[src/rtl/twos_to_adc_offset.sv]
// Two's-complement to offset-binary converter with one registered stage and valid qualifier.
// The mapping only inverts the sign bit of the active field, so it is its own inverse.
module twos_to_adc_offset #(
  parameter int PORT_WIDTH = 14,
  parameter int WIRE_WIDTH = 14
) (
  input  logic                  clk,
  input  logic                  rst_n,
  input  logic                  en,
  input  logic                  in_valid,
  input  logic [PORT_WIDTH-1:0] data_in,
  output logic [PORT_WIDTH-1:0] data_out,
  output logic                  out_valid
);

  logic [PORT_WIDTH-1:0] w_conv;
  logic [PORT_WIDTH-1:0] r_data;
  logic                  r_valid;

  always_comb begin
    w_conv                   = '0;
    w_conv[WIRE_WIDTH-2:0]   = data_in[WIRE_WIDTH-2:0];
    w_conv[WIRE_WIDTH-1]     = ~data_in[WIRE_WIDTH-1];
  end

  // Bits above the active field are deliberately ignored.
  generate
    if (WIRE_WIDTH < PORT_WIDTH) begin : g_upper
      logic w_unused_upper;
      assign w_unused_upper = ^data_in[PORT_WIDTH-1:WIRE_WIDTH];
    end
  endgenerate

  always_ff @(posedge clk or negedge rst_n) begin
    if (!rst_n) begin
      r_data  <= '0;
      r_valid <= 1'b0;
    end else if (en) begin
      r_data  <= w_conv;
      r_valid <= in_valid;
    end
  end

  assign data_out  = r_data;
  assign out_valid = r_valid;

endmodule

[config.mk]
export PLATFORM = sky130hd
export DESIGN_NAME = twos_to_adc_offset
export DESIGN_NICKNAME = d
export VERILOG_FILES = /design/src/rtl/twos_to_adc_offset.sv
export SDC_FILE = /design/constraint.sdc
export NUM_CORES = 1
export LEC_CHECK = 0
export ABC_AREA = 1
export CORE_MARGIN = 3
export CORE_UTILIZATION = 33
export DETAILED_ROUTE_END_ITERATION = 8
export GPL_ROUTABILITY_DRIVEN = 0
export GPL_TIMING_DRIVEN = 1
export PLACE_DENSITY = 0.7
export SLEW_MARGIN = 20
export SYNTH_ARGS = -nofsm -noshare
export SYNTH_HDL_FRONTEND = slang
export SYNTH_SLANG_ARGS = --single-unit
[constraint.sdc]
create_clock -name clk -period 0.8 [get_ports clk]
set_clock_uncertainty 0.15 [all_clocks]
set_input_delay 0.16 -clock clk [delete_from_list [all_inputs] [get_ports clk]]
set_output_delay 0.16 -clock clk [all_outputs]
set_load 0.1 [all_outputs]
Yosys cells after proc, flatten, opt, wreduce, memory -nomap -nowiden

Cells that the tools add are included.

Bitwise gates (word level): 1

Operator list:

| cell           | count |
|---|---|
| 1-bit inverter | 1 |

Bits in registers: 15
Word-level logic and storage cells: 3
Output and inout port bits: 15
Input bits: 18

Depth between registers and ports, before layout

Word-level depth: 1
Mapped depth: 5
Gate-level depth less buffers: 3

Least setup slack after synthesis

OpenSTA, ideal clock, no wires.

Kind: reg-to-reg
Start: register, netlist name data_out[0]
End: register r_data[0], in the netlist data_out[0]
Path slack: -0.496 ns
Cell stages (with the launch flop): 3
Path buffers: 0
Clock period less this slack: 1.296 ns
Required time: 0.583 ns
Library setup time: 0.067 ns
Data arrival time: 1.079 ns
Path through: dfrtp_1 nand2_1 nand2_1

RTL lines:

| item                 | line | text |
|---|---|---|
| end signal, assigned | 39   | `r_data <= w_conv;` |
| end, declared        | 17   | `logic [PORT_WIDTH-1:0] r_data;` |

Worst setup path after layout

Start: register r_data[1], in the netlist data_out[1]
End: output port data_out[1]

RTL lines:

| item          | line | text |
|---|---|---|
| end, declared | 12   | `output logic [PORT_WIDTH-1:0] data_out,` |

No word-level cell between the ends.

==> impl_metrics.ini <==
[run_status]
status = complete, but fails checks
violations = negative setup slack

[route]
routed_wl_mm = 1.81
drtAntennaViolNets = 0
vias = 565
vias_per_cell = 4.22
drtPass1Iterations = 4
first_iter_violations = 7
drcViolationCount = 0
wl_per_cell_um = 13.5

[clocking]
h-tree-depth = 1
root_buffer = clkbuf_4
cts_buffer_depth = 2
tritoncts = done
clock_latency_ns = 0.27
clock-sinks = 15
numCtsBuffers = 3
clkTransAtPathRegs_ns = 0.09
cts_hold_buffers = 0

[job]
max_cap_viol_count = 0

[worst_setup_path]
cp-end-kind = primary output
slowest_delay_ns = 0.51
crit_required_ns = 0.49
startpoint = data_out[1]
r2r_slack_ns = -0.28
path_depth = 1
worstPathCellList = buf_12
path_buf_inv = 1
crit_path_start_kind = register
path_delay_family = flip-flops
worstPathMaxFanout = 2
slowest_stage = dfrtp_4
criticalPathCategory = register to primary output
reg2reg_depth = 4
rr_startpoint = data_out[9]
cp.arrival_ns = 0.97
worstSetupEndpoint = data_out[1]
r2r_end = data_out[9]

[synth]
synth_edf_count = 0
ys_ff_latch = 15
synthMuxAreaShare_pct = 0
ys_seq_area_share_pct = 61.3
yosys.area_share.adder_pct = 0
avgSynthCellArea_um2 = 9.41
synthFlopType = dfrtp_1
synthTopCellsByCount = 40 x nand2_1, 15 x dfrtp_1, 5 x nand2_2
synth_compound_area_share_pct = 0
synth_top_family_by_area = simple AND/OR/NAND/NOR gates
syn_inst = 65
synth_top_cell_by_area = dfrtp_1
synth_area_um2 = 612
synth_area_leaders = dfrtp_1 61%, nand2_1 25%, nand2_2 5.1%
async_reset_ff_share_pct = 100
yosysMostFrequentCell = nand2_1
netlist.area_leader.share_pct = 61.3
synth_xor_area_share_pct = 0
synth_fp_nets = 83
ys_types = 7
synth_simple_gate_area_share_pct = 29.7
yosysWarnings = 0

[finish]
n_antenna_cell = 0
area_growth_pct = 116
fillers = 111
drive_gt1_share_pct = 54.5
nets = 129

[sta]
drv_slew = 0
hold_viol_final = 0
whs_ns = 0.0515
fmax_mhz = 782
slew_headroom_pct = 84.4
period_needed_ns = 1.28
rsz0062_at_grt = true
worst_slack_ns = -0.479
post-route-period-util_pct = 160
tightest_slew_ns = 0.233
fin_tns_setup_ns = -8.92
setup_viol = 30

[power]
power_frac_clock_pct = 17.3
p_int_mw = 1.52
power_frac_comb_pct = 44.8
peakVddDrop_v = 0.00114
p_leak_nw = 0.614
p_seq_share_pct = 37.9
p_sw_share_pct = 39.5
p_sw_mw = 0.994
power.density_nw_per_um2 = 1910

[floorplan]
die_w_um = 49.1
fp-row-count = 14
die_h_um = 49.1
pin_count = 33
die-area_um2 = 2410
initial_utilization_pct = 37.6
core_area_um2 = 1630

[grt]
grt_usage_pct = 14.6
grt_overflow = 0
grt_pass1_wl_mm = 2.66
antenna_found_initial = 0
grt_pass1_vias = 569
grt_max_degree = 16

[placement]
io_buffers = 32
dp_hpwl_mm = 1.19

[min_path]
hold_path.class = primary input to asynchronous set/reset pin
## power groups by stage
stage | clock network (mW) | registers, mW | logic (mW)
after floorplan | 0 | 1.43 | 0.104
after global placement | 0 | 0.961 | 1.01
after detailed placement | 0 | 0.966 | 1.02
after CTS | 0.445 | 0.950 | 1.07
after global routing | 0.480 | 0.965 | 1.17
final | 0.435 | 0.954 | 1.13
## per-layer routing
layer / wire length [um] / GRT usage, % / share of wire, % / vias to the layer above
met3: 51 / 3.06 / 2.8 / 2
met2: 1040 / 26.6 / 57 / 15
met4: 14 / 5.69 / 0.77 / 0
met1: 706 / 16.4 / 39 / 268
li1: - / - / - / 280
met5: 0 / 0 / 0 / -
## how the worst min path moves through the flow
stage / slack, ns / cells after the start / end
floorplan: -0.29 / 0 / data_out[0]
CTS: 0.05 / 2 / data_out[4]
detailed placement: 0.36 / 2 / data_out[12]
global route: 0.05 / 2 / data_out[12]
finish: 0.05 / 2 / data_out[4]
global placement: 0.35 / 2 / data_out[12]
## state kept, by name, summed over array words and instances (netlist names)
register / cells
out_valid: 1
data_out: 14
## final cells by class
class                           instances  area [um^2]  area share [%]
Multi-Input combinational cell         45          214            16.2
Clock buffer                            4         26.3            1.99
Timing Repair Buffer                   44          606            45.9
Inverter                                2         12.5           0.948
Tap cell                               24         30.0            2.27
Sequential cell                        15          432            32.7
## per-stage QoR
| step | area (um^2) | utilization, % | worst slack, ns | power, mW | cells |
|---|---|---|---|---|---|
| 2_1_floorplan | 668 | - | -0.203 | 1.53 | 65 |
| 3_3_place_gp | 1160 | 71.3 | -0.472 | 1.97 | 121 |
| 5_1_grt | 1320 | 81.0 | -0.502 | 2.61 | 134 |
| 4_1_cts | 1250 | 76.6 | -0.477 | 2.46 | 130 |
| 3_5_place_dp | 1160 | 71.3 | -0.519 | 1.98 | 121 |
| 6_report | 1320 | 81.0 | -0.479 | 2.52 | 134 |
## cells by family (layout without fill, tap and decap cells)
logic type | after synthesis | count (layout)
buffers and inverters | 5 | 50
AND/OR/NAND/NOR | 45 | 45
flip-flops | 15 | 15
## cells in the final DEF (no fill, tap or decap)
master and n:
nand2_1 31, clkdlybuf4s50_1 16, buf_12 16, dfrtp_4 15, nand2_2 12, buf_6 9, clkbuf_4 3, nand2_4 2
buf_4 2, inv_6 1, inv_1 1, clkbuf_1 1, dlygate4sd2_1 1
## repair_timing
action                                  CTS  global route
endpoints found under the setup margin   30            30
endpoints found under the hold margin     0             0
resized for setup                         8            16
pin swaps                                 0             2
setup buffers                             5             7
(Power assumes the default switching activity.)
